===== config.mk =====
export PLATFORM = sky130hd
export DESIGN_NAME = wb_port_arbiter
export DESIGN_NICKNAME = d
export VERILOG_FILES = /design/src/rtl/multicore_pkg.sv /design/src/rtl/wb_port_arbiter_scoreboard.sv /design/src/rtl/wb_port_arbiter.sv
export SDC_FILE = /design/constraint.sdc
export NUM_CORES = 1
export LEC_CHECK = 0
export BUFFER_PORTS_ARGS = -buffer_cell sky130_fd_sc_hd__buf_4
export CORE_ASPECT_RATIO = 1.25
export CORE_MARGIN = 1.5
export CORE_UTILIZATION = 46
export DETAILED_ROUTE_END_ITERATION = 8
export PLACE_DENSITY = 0.82
export SLEW_MARGIN = 20
export SYNTH_ARGS = -nofsm -noshare
export SYNTH_HDL_FRONTEND = slang
export SYNTH_HIERARCHICAL = 1
export SYNTH_SLANG_ARGS = --single-unit

===== constraint.sdc =====
create_clock -name i_aclk -period 2 [get_ports i_aclk]
set_input_delay 0.3 -clock i_aclk [delete_from_list [all_inputs] [get_ports i_aclk]]
set_output_delay 0.3 -clock i_aclk [all_outputs]
set_load 0.05 [all_outputs]

===== src/rtl/multicore_pkg.sv =====
// Shared core-wide types and constants used by the writeback port arbiter.
package multicore_pkg;

  localparam int NUM_REGS                = 32;
  localparam int DATA_SIZE               = 32;
  localparam int WB_STARVE_LIMIT_DEFAULT = 4;

  typedef enum logic [0:0] {
    S_PIPE = 1'b0,
    S_LL   = 1'b1
  } wb_arb_state_e;

endpackage


===== src/rtl/wb_port_arbiter_scoreboard.sv =====
// Busy-register vector: set on long-latency issue, cleared on long-latency writeback.
// Register 0 is never marked busy; a same-cycle set and clear of one register leaves it set.
module wb_scoreboard
  import multicore_pkg::*;
#(
  parameter int NUM_REGS = multicore_pkg::NUM_REGS,
  parameter int AW       = $clog2(NUM_REGS)
) (
  input  logic                i_aclk,
  input  logic                i_areset_n,
  input  logic                i_set,
  input  logic [AW-1:0]       i_set_addr,
  input  logic                i_clr,
  input  logic [AW-1:0]       i_clr_addr,
  input  logic [AW-1:0]       i_rd0_addr,
  output logic                o_rd0_busy,
  input  logic [AW-1:0]       i_rd1_addr,
  output logic                o_rd1_busy,
  output logic [NUM_REGS-1:0] o_busy_vec
);

  logic [NUM_REGS-1:0] r_busy;

  always_ff @(posedge i_aclk or negedge i_areset_n) begin
    if (!i_areset_n) begin
      r_busy <= '0;
    end else begin
      r_busy[0] <= 1'b0;
      for (int i = 1; i < NUM_REGS; i++) begin
        if (i_set && (i_set_addr == AW'(i))) begin
          r_busy[i] <= 1'b1;
        end else if (i_clr && (i_clr_addr == AW'(i))) begin
          r_busy[i] <= 1'b0;
        end
      end
    end
  end

  // Bit 0 is held low, so x0 reads as not busy without an extra compare.
  assign o_rd0_busy = r_busy[i_rd0_addr];
  assign o_rd1_busy = r_busy[i_rd1_addr];
  assign o_busy_vec = r_busy;

endmodule


===== src/rtl/wb_port_arbiter.sv =====
// Register-file write-port arbiter: pipeline writeback vs long-latency results, with starvation guard.
// Optional build macro WB_PERF_EN adds saturating stall / forced-grant counters.
module wb_port_arbiter
  import multicore_pkg::*;
#(
  parameter int STARVE_LIMIT = WB_STARVE_LIMIT_DEFAULT,
  parameter int NUM_REGS     = multicore_pkg::NUM_REGS,
  parameter int DATA_SIZE    = multicore_pkg::DATA_SIZE,
  parameter int AW           = $clog2(NUM_REGS)
) (
  input  logic                 i_aclk,
  input  logic                 i_areset_n,
  input  logic                 i_pipe_valid,
  input  logic [AW-1:0]        i_pipe_rdest,
  input  logic [DATA_SIZE-1:0] i_pipe_data,
  output logic                 o_pipe_stall,
  input  logic                 i_issue_valid,
  input  logic [AW-1:0]        i_issue_rdest,
  input  logic                 i_ll_valid,
  input  logic [AW-1:0]        i_ll_rdest,
  input  logic [DATA_SIZE-1:0] i_ll_data,
  output logic                 o_ll_ready,
  output logic                 o_rf_we,
  output logic [AW-1:0]        o_rf_waddr,
  output logic [DATA_SIZE-1:0] o_rf_wdata,
  input  logic [AW-1:0]        i_chk_rs1,
  input  logic [AW-1:0]        i_chk_rs2,
  output logic                 o_rs1_busy,
  output logic                 o_rs2_busy,
  output logic [31:0]          o_perf_pipe_stalls,
  output logic [31:0]          o_perf_ll_forced,
  output wb_arb_state_e        o_dbg_state,
  output logic [NUM_REGS-1:0]  o_dbg_busy
);

  localparam logic [3:0] LIMIT = 4'(STARVE_LIMIT);

  // Handshake: a request transfers in the cycle its valid is high and its grant is high;
  // the requester holds rdest/data stable until that cycle.
  wb_arb_state_e        r_state;
  logic [3:0]           r_starve;
  logic                 w_grant_pipe;
  logic                 w_grant_ll;
  logic [NUM_REGS-1:0]  w_busy;

  assign w_grant_pipe = (r_state == S_PIPE) && i_pipe_valid;
  assign w_grant_ll   = i_ll_valid && ((r_state == S_LL) || !i_pipe_valid);
  assign o_pipe_stall = i_pipe_valid && !w_grant_pipe;
  assign o_ll_ready   = w_grant_ll;

  always_ff @(posedge i_aclk or negedge i_areset_n) begin
    if (!i_areset_n) begin
      r_state    <= S_PIPE;
      r_starve   <= '0;
      o_rf_we    <= 1'b0;
      o_rf_waddr <= '0;
      o_rf_wdata <= '0;
    end else begin
      o_rf_we <= (w_grant_pipe && (i_pipe_rdest != '0)) ||
                 (w_grant_ll && (i_ll_rdest != '0));
      if (w_grant_pipe) begin
        o_rf_waddr <= i_pipe_rdest;
        o_rf_wdata <= i_pipe_data;
      end else if (w_grant_ll) begin
        o_rf_waddr <= i_ll_rdest;
        o_rf_wdata <= i_ll_data;
      end
      case (r_state)
        S_PIPE: begin
          if (i_ll_valid && i_pipe_valid) begin
            r_starve <= r_starve + 4'd1;
            // Force the LL side next cycle once it has lost STARVE_LIMIT times in a row.
            if (r_starve + 4'd1 == LIMIT) r_state <= S_LL;
          end else begin
            r_starve <= '0;
          end
        end
        S_LL: begin
          r_starve <= '0;
          r_state  <= S_PIPE;
        end
        default: begin
          r_starve <= '0;
          r_state  <= S_PIPE;
        end
      endcase
    end
  end

  wb_scoreboard #(
    .NUM_REGS (NUM_REGS),
    .AW       (AW)
  ) u_scoreboard (
    .i_aclk     (i_aclk),
    .i_areset_n (i_areset_n),
    .i_set      (i_issue_valid),
    .i_set_addr (i_issue_rdest),
    .i_clr      (w_grant_ll),
    .i_clr_addr (i_ll_rdest),
    .i_rd0_addr (i_chk_rs1),
    .o_rd0_busy (o_rs1_busy),
    .i_rd1_addr (i_chk_rs2),
    .o_rd1_busy (o_rs2_busy),
    .o_busy_vec (w_busy)
  );

  assign o_dbg_state = r_state;
  assign o_dbg_busy  = w_busy;

`ifdef WB_PERF_EN
  logic [31:0] r_perf_stalls;
  logic [31:0] r_perf_forced;

  always_ff @(posedge i_aclk or negedge i_areset_n) begin
    if (!i_areset_n) begin
      r_perf_stalls <= '0;
      r_perf_forced <= '0;
    end else begin
      if (o_pipe_stall && (r_perf_stalls != '1)) r_perf_stalls <= r_perf_stalls + 32'd1;
      if ((r_state == S_LL) && w_grant_ll && (r_perf_forced != '1))
        r_perf_forced <= r_perf_forced + 32'd1;
    end
  end

  assign o_perf_pipe_stalls = r_perf_stalls;
  assign o_perf_ll_forced   = r_perf_forced;
`else
  assign o_perf_pipe_stalls = '0;
  assign o_perf_ll_forced   = '0;
`endif

  // A same-cycle LL writeback to the issued register frees it first, so that case is legal.
  a_issue_busy: assert property (@(posedge i_aclk) disable iff (!i_areset_n)
    !(i_issue_valid && (i_issue_rdest != '0) && w_busy[i_issue_rdest] &&
      !(w_grant_ll && (i_ll_rdest == i_issue_rdest))));
  a_pipe_busy: assert property (@(posedge i_aclk) disable iff (!i_areset_n)
    !(w_grant_pipe && (i_pipe_rdest != '0) && w_busy[i_pipe_rdest]));
  a_ll_not_busy: assert property (@(posedge i_aclk) disable iff (!i_areset_n)
    !(i_ll_valid && (i_ll_rdest != '0) && !w_busy[i_ll_rdest]));

endmodule


After elaboration in Yosys (flattened, before gate mapping)
Cells that the tools add are included.
{"block": "totals", "output_inout_bits": 139, "wordCells": 284, "register_bits": 74}
{"block": "op_classes", "n_mux": 75, "order_cmp": 2, "reduce_logical": 106, "n_bitwise": 1, "add_sub_neg": 1, "eq_ne": 63}
{"cell": "5-bit == test, second input constant", "n": 32}
{"cell": "5-bit by 4-bit == test with 1-bit output, second input constant", "n": 16}
{"cell": "1-bit logical AND", "n": 68}
{"cell": "1-bit 2-to-1 mux", "n": 66}
{"cell": "32-bit 2-to-1 mux", "n": 2}
{"cell": "2-bit nonzero test", "n": 32}
{"cell": "5-bit by 3-bit == test with 1-bit output, second input constant", "n": 8}
{"cell": "5-bit by 2-bit == test with 1-bit output, second input constant", "n": 4}
{"cell": "5-bit by 6-bit less-than comparator with 1-bit output, second input constant", "n": 2}
{"cell": "1-bit binary-select mux with 5-bit select", "n": 2}
{"cell": "5-bit by 1-bit == test with 1-bit output, second input constant", "n": 2}
{"cell": "5-bit 2-to-1 mux", "n": 2}
{"cell": "5-bit nonzero test", "n": 2}
{"cell": "4-bit case mux with 2 select lines", "n": 1}
{"cell": "4-bit by 1-bit adder with 4-bit output, second input constant", "n": 1}
{"cell": "4-bit by 3-bit == test with 1-bit output, second input constant", "n": 1}
{"cell": "4-bit 2-to-1 mux", "n": 1}
{"cell": "1-bit logical NOT", "n": 2}
{"cell": "1-bit logical OR", "n": 2}
{"cell": "1-bit case mux with 2 select lines", "n": 1}
{"cell": "1-bit NOT", "n": 1}

Logic depth before layout (Yosys ltp)
Gate-level depths: netlist of run 1.
{"block": "depth", "ltp_word": 6, "depth_mapped": 8}

Hierarchy
Netlist of run 1, hierarchy kept.
{"module": "wb_port_arbiter", "area_each_um2": 2476.1, "seq_area_each_um2": 1076.0, "cells_per_inst": 251, "n_inst": 1}
{"module": "wb_scoreboard", "area_each_um2": 1928.1, "seq_area_each_um2": 775.7, "cells_per_inst": 204, "n_inst": 1}

Least setup slack after synthesis of run 1
Ideal clock, no wire load.
{"block": "synth_path", "path_kind": "reg2reg", "from": "register r_state (netlist: o_dbg_state)", "to": "register u_scoreboard.r_busy[7] (netlist: u_scoreboard/o_busy_vec[7])", "period_less_slack_ns": 2.643, "slack_ns": -0.643, "path_stages_with_launch": 9, "arrival_time_ns": 2.514, "setup_ns": 0.129, "cell_sequence": "dfrtp_1 > nor2b_1 > buf_4 > buf_6 > nor2b_1 > nor2b_1 > nand3b_1 > o21ai_0 > o21ai_0"}
{"block": "synth_via", "elab_chain_len": 4}
{"item": "start, declared", "line": "wb_port_arbiter.sv:40", "rtl": "wb_arb_state_e r_state;"}
{"item": "start signal, assigned", "line": "wb_port_arbiter.sv:53", "rtl": "r_state <= S_PIPE;"}
{"item": "start signal, assigned", "line": "wb_port_arbiter.sv:73", "rtl": "if (r_starve + 4'd1 == LIMIT) r_state <= S_LL;"}
{"item": "start signal, assigned", "line": "wb_port_arbiter.sv:80", "rtl": "r_state <= S_PIPE;"}
{"item": "1-bit logical OR", "line": "wb_port_arbiter.sv:47", "rtl": "assign w_grant_ll = i_ll_valid && ((r_state == S_LL) || !i_pipe_valid);"}
{"item": "1-bit logical AND", "line": "wb_port_arbiter.sv:47"}
{"item": "net o_ll_ready", "line": "wb_port_arbiter.sv:22", "rtl": "output logic o_ll_ready,"}
{"item": "1-bit logical AND", "line": "wb_port_arbiter_scoreboard.sv:32", "rtl": "end else if (i_clr && (i_clr_addr == AW'(i))) begin"}
{"item": "2-bit nonzero test (no source line)"}
{"item": "end signal, assigned", "line": "wb_port_arbiter_scoreboard.sv:26", "rtl": "r_busy <= '0;"}
{"item": "end signal, assigned by index", "line": "wb_port_arbiter_scoreboard.sv:31", "rtl": "r_busy[i] <= 1'b1;"}
{"item": "end signal, assigned by index", "line": "wb_port_arbiter_scoreboard.sv:33", "rtl": "r_busy[i] <= 1'b0;"}
{"item": "end, declared", "line": "wb_port_arbiter_scoreboard.sv:22", "rtl": "logic [NUM_REGS-1:0] r_busy;"}
The timed path passes the listed nets, and every way through them passes these cells.
A chain may end at the register's enable or synchronous reset.

Worst setup path in the final report of run 1
{"block": "layout_path", "from": "register u_scoreboard.r_busy[19] (netlist: u_scoreboard/o_busy_vec[19])", "to": "output port o_rs1_busy"}
{"block": "layout_via", "elab_chain_len": 2}
{"item": "1-bit binary-select mux with 5-bit select", "line": "wb_port_arbiter_scoreboard.sv:40", "rtl": "assign o_rd0_busy = r_busy[i_rd0_addr];"}
{"item": "1-bit 2-to-1 mux (implied by the code)", "line": "wb_port_arbiter_scoreboard.sv:40"}
{"item": "end, declared", "line": "wb_port_arbiter.sv:28", "rtl": "output logic o_rs1_busy,"}
Every way passes these cells. The select of a mux whose other input is x is not followed.

==> results of run 1 <==
[registers in the layout (all words and copies together) (netlist names)]
register and count:
o_rf_wdata 32, o_rf_waddr 5, o_rf_we 1, u_scoreboard/o_busy_vec 31
o_dbg_state 1, r_starve 4
[layer usage]
| layer | GRT usage, % | share of wire (%) | vias to the layer above |
|---|---|---|---|
| li1 | - | - | 1801 |
| met1 | 26.5 | 34 | 1878 |
| met2 | 44.8 | 54 | 224 |
| met3 | 7.25 | 9.0 | 31 |
| met4 | 12.0 | 3.0 | 0 |
| met5 | 0 | 0 | - |
[cells in the mapped netlist]
master,count,area (µm²)
o211ai_1,1,7.51
o21ai_1,3,15.0
nor2_1,10,37.5
xnor2_1,1,8.76
and3_1,1,6.26
a211oi_1,1,7.51
nand3_1,13,65.1
mux4_1,3,78.8
and2_1,1,6.26
inv_1,2,7.51
nand3b_1,4,30.0
o21ai_0,99,495
a21oi_1,5,25.0
nor4b_2,1,15.0
dfrtp_1,74,1850
mux4_2,3,67.6
ha_1,1,12.5
nor2b_1,8,50.1
clkbuf_1,4,15.0
buf_2,7,35.0
and2b_1,1,7.51
buf_4,71,533
or4_1,3,22.5
a22oi_1,4,30.0
nand4b_1,4,35.0
o2111ai_1,1,8.76
xor2_1,1,8.76
mux2i_1,54,541
buf_6,3,33.8
conb_1,2,7.51
a221oi_1,1,8.76
nand4_1,4,25.0
nand2_1,44,165
mux2_2,2,22.5
nand2_4,1,11.3
nand2b_1,13,81.3
or2_2,4,25.0
[power groups by stage]
stage | logic [µW] | clock network [µW] | registers [µW]
6_report | 2340 | 1550 | 1940
2_1_floorplan | 859 | 0 | 2700
3_5_place_dp | 2270 | 0 | 1970
3_3_place_gp | 2240 | 0 | 1950
4_1_cts | 2340 | 1570 | 1940
5_1_grt | 2450 | 1640 | 1970
[layout by cell type, fill, tap and decap left out, types with 2 or more instances in the layout]
cell type	count
nand3_1	13
nand2b_1	11
dfrtp_1	59
buf_6	2
or4_1	3
dfrtp_2	15
or2_2	4
nand4_1	4
nand4b_1	4
nand3b_1	4
clkbuf_1	4
nand2_1	44
mux2i_1	54
nor2b_4	2
clkbuf_16	9
conb_1	65
nand2b_4	2
clkinv_2	2
buf_4	173
o21ai_0	99
inv_1	2
a22oi_1	4
o21ai_1	3
nor2b_1	6
a21oi_1	5
mux4_2	5
nor2_1	10
[logic make-up (layout without fill, tap and decap cells)]
kind of cell,Yosys count,count (layout),share of synthesized area [%]
muxes,62,62,16.1
adders and majority gates,1,1,0.284
DFF,74,74,42.0
buffers and inverters,87,195,14.2
xor gates and xnor gates,2,2,0.398
and+or+nand+nor,112,112,13.2
AOI/OAI and AO/OA,115,115,13.6
other,2,65,0.171
[worst min-delay path, delay by kind of cell]
family / cells / cell delay [ns]
compound gates: 1 / 0.05
buf+inv: 1 / 0.08
simple gates: 1 / 0.03
[final cells by class]
type	count	area, µm²
fill	799	3360
clock buffer	13	240
sequential	74	1870
inverter	2	7.51
clock inverter	3	40.0
multi-input combinational	357	2200
tap	123	154
timing repair buffer	177	1350
[through the flow]
step	TNS, ns	cell area [µm²]	utilization, %	setup WS (ns)
CTS	-0.237	5860	63.5	-0.180
finish	-0.236	5860	63.5	-0.179
detailed placement	0	5490	59.6	0.0785
floorplan	-0.101	4660	-	-0.0888
global route	-0.383	5860	63.5	-0.273
global placement	0	5490	59.6	0.0886
[final timing paths]
path	to	startpoint	depth (start not counted)	slack, ns
hold / removal	o_rf_wdata[8]	i_pipe_data[8]	3	0.17
setup / recovery	o_rs1_busy	u_scoreboard/o_busy_vec[19]	5	-0.18
max in group asynchronous	u_scoreboard/o_busy_vec[17]	i_areset_n	3	0.90
hold reg to reg	r_starve[0]	r_starve[0]	1	0.48
setup reg to reg	u_scoreboard/o_busy_vec[8]	o_dbg_state	6	0.35
min in group asynchronous	o_rf_wdata[7]	i_areset_n	2	0.49
[repair_timing]
item                                    CTS  global route
endpoints found under the setup margin    2             2
endpoints found under the hold margin    37             0
setup buffers                             6             0
hold buffers                              1             0
gates resized for setup                   6             0
pin swaps                                 2             1
==> results.md, run 1 <==
- Failing checks: negative setup slack
- Pint: 3430 µW
- Mapped Area: between 4000 and 5000 µm²
- Chip height: roughly 110 µm
- Final routed DRC violation total: 0
- Number of buffers added on ports: about 170
- RSZ-0062 raised after global routing: true
- Max FO, Critical Path: 4
- Required time worst endpoint: between 1.5 and 2 ns
- Total Die Area: around 10,000 µm²
- Via count: roughly 3,900
- Clock buffer depth: 2
- Sw frac: about two fifths
- Final hold vios: 0
- Pwr dens: approximately 990 nW/µm²
- Clock root buffer: clkbuf_16
- Wire length per cell: between 15 and 20 µm
- P&R area growth vs syn: 33.1%
- WP buf/inv: 1
- Ant. Diodes: 0
- Worst Setup Start Kind: flop
- Crit. End Element: output pin
- Leakage: ~0.0029 µW
- GRT Overall Usage: 24.9%
- Chip width: 90.5 µm
- Post-route ant nets: 0
- H-tree depth: 3
- Total power: 5830 µW
- # setup viols final: 2
- Crit share post-route: 109%
- Critical-path cell list: mux4_2 -> mux2_4 -> nand3b_1 -> nand4_1 -> buf_6
- Vias in the first global route: ~4,000
- Non-Filler Instances: roughly 750
- GPL Wtd Cong: between 0.9 and 1
- Drt via density: ~5.3
- Slew headroom: 55.8%
- Clk Latency, worst-skew pair: around 0.33 ns
- Flop pwr share: about a third
- Max-cap violations: 0
- Post-synthesis sequential area ratio: 42.0%
- NetSw: 2400 µW
- Worst hold slack: 0.173 ns
- Synthesized area per cell: between 9 and 10 µm²
- Count of pins over their slew limit: 0
- Worst setup margin: -0.179 ns
- HP Class: primary input to flop
- Crit-path slowest cell: mux4_2
- Core ar.: roughly 9200 µm²
- GR Overflow Total: 0
- Reg clk slew, reported paths: ~0.060 ns
- CP delay by family, top: multiplexers
- Min cycle time layout: between 2 and 2.5 ns
- Dpl cells: between 700 and 800
- Comb pwr share: around two fifths
- CP max stage delay: around 0.48 ns
- Cts bufs inserted: 9
- Initial antenna violation count: 0
- Nets@finish: between 700 and 800
- Outcome: finished with violations
- CTS tree: built
- Fraction of layout cells with a size suffix above 1: approximately a third
- Clk sinks: 74
- Number of distinct library cells after synthesis: 37
- Least-Margin Pin Slew: 0.663 ns
- Hpwl dp: slightly below 10 mm
- Yosys warnings: 6
- Top Ports: between 200 and 250
- First-pass GRT wire length: around 20 mm
- Skew final: around 0.0029 ns
- Final WL: between 10 and 15 mm
- Largest net degree at the start of global routing: between 70 and 80
- Initial cell density of the core: 47.8%
- CP arrival: ~1.9 ns
- Worst vdd ir: 0.535 mV
- Fmax: roughly 460 MHz
- Post-synthesis cell count: between 400 and 500
- Site Rows: 39
- 1st-iter DRT viols: 181
- TritonRoute pass-1 iters: 4
- Post-synthesis register bit count: between 70 and 80
- Critical path class: flop to output pin
- Clock power frac: 26.5%
Power figures use the tool's default switching activity.
==> run 2: changes to the inputs <==
--- a/config.mk
+++ b/config.mk
@@ -6,11 +6,14 @@
 export NUM_CORES = 1
 export LEC_CHECK = 0
 export BUFFER_PORTS_ARGS = -buffer_cell sky130_fd_sc_hd__buf_4
+export CELL_PAD_IN_SITES_DETAIL_PLACEMENT = 0
+export CELL_PAD_IN_SITES_GLOBAL_PLACEMENT = 2
 export CORE_ASPECT_RATIO = 1.25
 export CORE_MARGIN = 1.5
-export CORE_UTILIZATION = 46
+export CORE_UTILIZATION = 25
 export DETAILED_ROUTE_END_ITERATION = 8
-export PLACE_DENSITY = 0.82
+export GPL_ROUTABILITY_DRIVEN = 0
+export PLACE_DENSITY_LB_ADDON = 0.1
 export SLEW_MARGIN = 20
 export SYNTH_ARGS = -nofsm -noshare
 export SYNTH_HDL_FRONTEND = slang
==> results.md, run 2 (synthesis gave the netlist of run 1 again) <==
- Clock root buffer: clkbuf_16
- Initial antenna violation count: 0 (unchanged)
- Worst Setup Start Kind: flop
- Met1 Track Usage GR: 17.0% (-9.6 points)
- Clk sinks: 74 (unchanged)
- Critical path class: flop to output pin
- Commonest non-fill, non-tap cells in the layout: buf_4, o21ai_0, conb_1
- Largest net degree at the start of global routing: 79 (unchanged)
- Fraction of layout cells with a size suffix above 1: 35.8% (+0.52 points)
- Reg clk slew, reported paths: 0.06 ns (about the same)
- Max FO, Critical Path: 3 (-1)
- Dpl cells: 827 (+14%)
- Wire length per cell: 16.8 µm (-0.55%)
- Skew final: 0.00608 ns (+0.00322 ns)
- Crit. End Element: output pin
- GRT Overall Usage: 15.2% (-9.7 points)
- Vias in the first global route: 3,793 (-5.0%)
- 1st-iter DRT viols: 163 (-9.9%)
- Total negative slack: -0.233 ns (+0.00288 ns)
- Worst vdd ir: 0.338 mV (-37%)
- Count of pins over their slew limit: 0 (unchanged)
- Final WL: 14.3 mm (+13%)
- Top Ports: 233 (unchanged)
- Cts bufs inserted: 9 (unchanged)
- Via count: 3,791 (-3.6%)
- Drt via density: 4.45 (-15%)
- Layout Utilization: 34.8% (-29 points)
- Total Die Area: 18,400 µm² (+81%)
- Clock buffer depth: 2 (unchanged)
- Finished Cell Area: 6040 µm² (+3.1%)
- CP arrival: 1.84 ns (-0.04 ns)
- Commonest non-fill, non-tap cell in the layout: buf_4
- Required time worst endpoint: 1.70 ns (about the same)
- Nets@finish: 718 (+0.28%)
- Number of buffers added on ports: 167 (unchanged)
- Initial cell density of the core: 25.4% (-22 points)
- Site Rows: 54 (+38%)
- H-tree depth: 3 (unchanged)
- Ant. Diodes: 0 (unchanged)
- Min cycle time layout: 2.14 ns (-0.0345 ns)
- HP Class: primary input to flop
- RSZ-0062 raised after global routing: true
- Least-Margin Pin Slew: 0.729 ns (+0.0662 ns)
- GR Overflow Total: 0 (unchanged)
- TritonRoute pass-1 iters: 4 (unchanged)
- P&R area growth vs syn: 37.2%
- Met3 Use GR: 4.56% (-2.7 points)
- Placed cell areas: 5620 µm² (+2.3%)
- Non-Filler Instances: 852 (+14%)
- Worst setup margin: -0.144 ns (+0.0345 ns)
- Crit share post-route: 107% (-1.7 points)
- Max-cap violations: 0 (unchanged)
- # setup viols final: 2 (unchanged)
- Core ar.: 17,400 µm² (+88%)
- CTS tree: built
- Post-route ant nets: 0 (unchanged)
- Clk Latency, worst-skew pair: 0.33 ns (about the same)
- Outcome: finished with violations
- Met2 Use GR: 26.8% (-18 points)
- Hpwl dp: 10.8 mm (+12%)
- Pwr dens: 1010 nW/µm² (+1.2%)
- First-pass GRT wire length: 21.0 mm (+7.0%)
- Final hold vios: 0 (unchanged)
- Place WS: 0.0836 ns (+0.00513 ns)
- Gr busiest metal: met2
- Fmax: 466 MHz (+1.6%)
- Failing checks: negative setup slack
- Largest register FFs: 32 (unchanged)
- Chip width: 122 µm (+34%)
- Slew headroom: 51.4% (-4.4 points)
- Chip height: 151 µm (+35%)
- Top reg by flops: o_rf_wdata
- Leakage: 0.00290 µW (+0.88%)
- Final routed DRC violation total: 0 (unchanged)
-- run 2: final cells by class --
class                      instances  area (µm²)
timing repair buffer             179        1370
tap                              224         280
inverter                           2        7.51
clock buffer                      12         246
sequential                        74        1870
clock inverter                     4        76.3
fill                            1854       11300
multi-input combinational        357        2200
-- run 2: path summary, 6_finish.rpt --
check                      depth (start not counted)                         from  slack (ns)                    endpoint
setup reg to reg                                   4                  o_dbg_state        0.31                 o_dbg_state
hold reg to reg                                    1                  r_starve[0]        0.47                 r_starve[0]
max in group asynchronous                          3                   i_areset_n        1.12  u_scoreboard/o_busy_vec[7]
setup / recovery                                   5  u_scoreboard/o_busy_vec[18]       -0.14                  o_rs1_busy
min in group asynchronous                          3                   i_areset_n        0.52              o_rf_wdata[12]
hold / removal                                     3              i_pipe_data[22]        0.17              o_rf_wdata[22]
-- run 2: repair_timing --
action                     in CTS  in global routing
setup endpoints to repair       2                  2
hold endpoints to repair        5                  0
hold buffers                    1                  0
gates resized for setup         5                  1
setup buffers                   7                  1
pin swaps                       3                  1
-- run 2: metal layers --
layer  vias up  wire length [µm]
met2       166              7260
met5         -                 0
li1       1812                 -
met1      1794              5530
met3        19              1150
met4         0               344
-- run 2: power by group --
| group | internal, µW | leakage [µW] | switching (µW) |
|---|---|---|---|
| combinational | 744 | 0.00187 | 1620 |
| clock | 1130 | 0.000153 | 637 |
| sequential | 1730 | 0.000879 | 215 |
| total | 3610 | 0.00290 | 2480 |
-- run 2: worst max-delay path: stages (launching register included) --
cell	delay [ns]
dfrtp_2	0.42
mux4_2	0.46
mux2_4	0.29
nand3b_1	0.08
nand4_1	0.09
buf_6	0.17
-- run 2: per-stage QoR --
stage / hold WS, ns / total power (µW)
final: 0.167 / 6080
after floorplan: 0.00441 / 3560
after global routing: 0.173 / 6370
after global placement: 0.368 / 4270
after CTS: 0.150 / 6160
after detailed placement: 0.363 / 4280
==> run 3: changes to the inputs <==
--- a/config.mk
+++ b/config.mk
@@ -13,7 +13,7 @@
 export CORE_UTILIZATION = 25
 export DETAILED_ROUTE_END_ITERATION = 8
 export GPL_ROUTABILITY_DRIVEN = 0
-export PLACE_DENSITY_LB_ADDON = 0.1
+export PLACE_DENSITY = 0.78
 export SLEW_MARGIN = 20
 export SYNTH_ARGS = -nofsm -noshare
 export SYNTH_HDL_FRONTEND = slang
==> results.md, run 3 (synthesis gave the netlist of run 1 again) <==
- Outcome: finished with violations
- Failing checks: negative setup slack
- WP buf/inv: 1 (unchanged)
- CTS tree: built
- Crit-path slowest cell: mux4_2
- Total Die Area: 18,400 µm² (unchanged)
- Clock root buffer: clkbuf_16
- H-tree depth: 3 (unchanged)
- Fraction of layout cells with a size suffix above 1: 36.2% (+0.42 points)
- Clk Latency, worst-skew pair: 0.34 ns (about the same)
- Place WS: 0.0935 ns (+0.00990 ns)
- Hpwl dp: 10.4 mm (-3.7%)
- Chip width: 122 µm (unchanged)
- Non-Filler Instances: 853 (+0.12%)
- First-pass GRT wire length: 20.5 mm (-2.6%)
- Drt via density: 4.57 (+2.8%)
- Clk sinks: 74 (unchanged)
- Final WL: 13.7 mm (-3.9%)
- Wire length on met3: 1.26 mm (+10%)
- Number of buffers added on ports: 167 (unchanged)
- Initial antenna violation count: 0 (unchanged)
- Max-cap violations: 0 (unchanged)
- Fmax: 464 MHz (-0.44%)
- Fillcell total: 1,797 (-3.1%)
- Min cycle time layout: 2.15 ns (+0.00951 ns)
- Commonest non-fill, non-tap cell in the layout: buf_4
- Critical path class: flop to output pin
- RSZ-0062 raised after global routing: true
- Core ar.: 17,400 µm² (unchanged)
- Hold wc startpoint: i_pipe_data[24]
- Clock buffer depth: 2 (unchanged)
- Dpl cells: 827 (unchanged)
- Pwr dens: 1030 nW/µm² (+2.0%)
- Initial cell density of the core: 25.4% (unchanged)
- CP delay by family, top: multiplexers
- Final routed DRC violation total: 0 (unchanged)
- Top sig layer: met4
- Hold endpoint: o_rf_wdata[24]
- Largest net degree at the start of global routing: 79 (unchanged)
- Ant. Diodes: 0 (unchanged)
- Top Ports: 233 (unchanged)
- Cts bufs inserted: 9 (unchanged)
- Nets@finish: 719 (+0.14%)
- Worst Setup Start Kind: flop
- Crit. End Element: output pin
- Slew headroom: 52.5% (+1.1 points)
- FF-to-FF Start: o_dbg_state
- Critical-path cell list: mux4_2 -> mux2_4 -> nand3b_1 -> nand4_1 -> buf_6
- Final hold vios: 0 (unchanged)
- P&R area growth vs syn: 38.0%
- CP max stage delay: 0.46 ns (about the same)
- Reg clk slew, reported paths: 0.07 ns (about the same)
- Least-Margin Pin Slew: 0.713 ns (-0.0163 ns)
- Max FO, Critical Path: 4 (+1)
- Chip height: 151 µm (unchanged)
- Top reg by flops: o_rf_wdata
- 1st-iter DRT viols: 221 (+36%)
- Crit share post-route: 108% (+0.48 points)
- Met2 routed WL: 6.67 mm (-8.1%)
- Total negative slack: -0.243 ns (-0.0101 ns)
- Commonest non-fill, non-tap cells in the layout: buf_4, o21ai_0, conb_1
- R2r endpoint: u_scoreboard/o_busy_vec[8]
- CP arrival: 1.85 ns (about the same)
- Site Rows: 54 (unchanged)
- TritonRoute pass-1 iters: 4 (unchanged)
- Worst vdd ir: 0.307 mV (-9.2%)
- Required time worst endpoint: 1.70 ns (about the same)
- Largest register FFs: 32 (unchanged)
- Reg2Reg Depth: 6 (+2)
- GR Overflow Total: 0 (unchanged)
- # setup viols final: 2 (unchanged)
- HP Class: primary input to flop
- Total power: 6240 µW (+2.6%)
- Wire length per cell: 16.1 µm (-4.0%)
- Vias in the first global route: 3,790 (-0.079%)
- Post-route ant nets: 0 (unchanged)
- Leakage: 0.00292 µW (+0.64%)
- Via count: 3,902 (+2.9%)
- Count of pins over their slew limit: 0 (unchanged)
- Worst setup margin: -0.154 ns (-0.00950 ns)
- Skew final: 0.00506 ns (-0.00102 ns)
- GRT Overall Usage: 14.8% (-0.38 points)
- Met1 Wirelength: 5.50 mm (-0.61%)
- Hold Path Depth: 3 (unchanged)
- Flop-to-flop setup slack: 0.37 ns (+0.06 ns)
==> run 3: cell types whose count changed in the layout (fill, tap and decap cells not counted) <==
cell | before | now
clkbuf_1 | 2 | 0
inv_6 | 0 | 2
buf_4 | 175 | 176
bufinv_16 | 2 | 3
clkbuf_8 | 1 | 0
==> run 3: cell type report <==
class | instances | area, µm² | area share [%]
multi-input combinational | 357 | 2200 | 36.1
clock buffer | 9 | 225 | 3.71
inverter | 2 | 7.51 | 0.124
tap | 224 | 280 | 4.61
clock inverter | 7 | 124 | 2.04
timing repair buffer | 180 | 1370 | 22.6
sequential | 74 | 1870 | 30.8
==> run 3: timing repair <==
item	in CTS	in global routing
gates resized for setup	4	2
setup endpoints to repair	2	2
pin swaps	3	1
setup buffers	8	1
hold buffers	1	0
hold endpoints to repair	40	0
==> run 3: how the worst max path moves through the flow <==
stage | start | end | slack [ns] | cells past startpoint
final | u_scoreboard/o_busy_vec[22] | o_rs1_busy | -0.15 | 5
after global routing | u_scoreboard/o_busy_vec[19] | o_rs1_busy | -0.25 | 5
after CTS | u_scoreboard/o_busy_vec[19] | o_rs1_busy | -0.18 | 5
after detailed placement | i_chk_rs1[0] | o_rs1_busy | 0.09 | 6
after global placement | i_chk_rs1[0] | o_rs1_busy | 0.09 | 6
after floorplan | u_scoreboard/o_busy_vec[23] | o_rs1_busy | -0.09 | 4
==> run 3: worst min-delay path, delay by kind of cell <==
kind | cells | cell delay, ns
AND/OR/NAND/NOR | 1 | 0.03
buffers and inverters | 1 | 0.07
AO/OA/AOI/OAI | 1 | 0.06
==> run 3: stage by stage <==
stage | utilization (%) | instance area [µm²] | hold WS [ns]
2_1_floorplan | - | 4660 | 0.00441
3_3_place_gp | 32.4 | 5620 | 0.341
4_1_cts | 34.9 | 6060 | 0.139
5_1_grt | 35.0 | 6080 | 0.149
3_5_place_dp | 32.4 | 5620 | 0.349
6_report | 35.0 | 6080 | 0.156
==> run 3: report_power, final <==
part	total [µW]	internal [µW]	switching, µW
Combinational	2350	749	1600
Sequential	1960	1730	222
Clock	1940	1230	708
==> run 3: layer usage <==
layer  track usage [%]  vias to the layer above
met4              6.12                        0
met5                 0                        -
met1              17.9                     1851
met2              24.4                      222
met3              4.37                       21
li1                  -                     1808
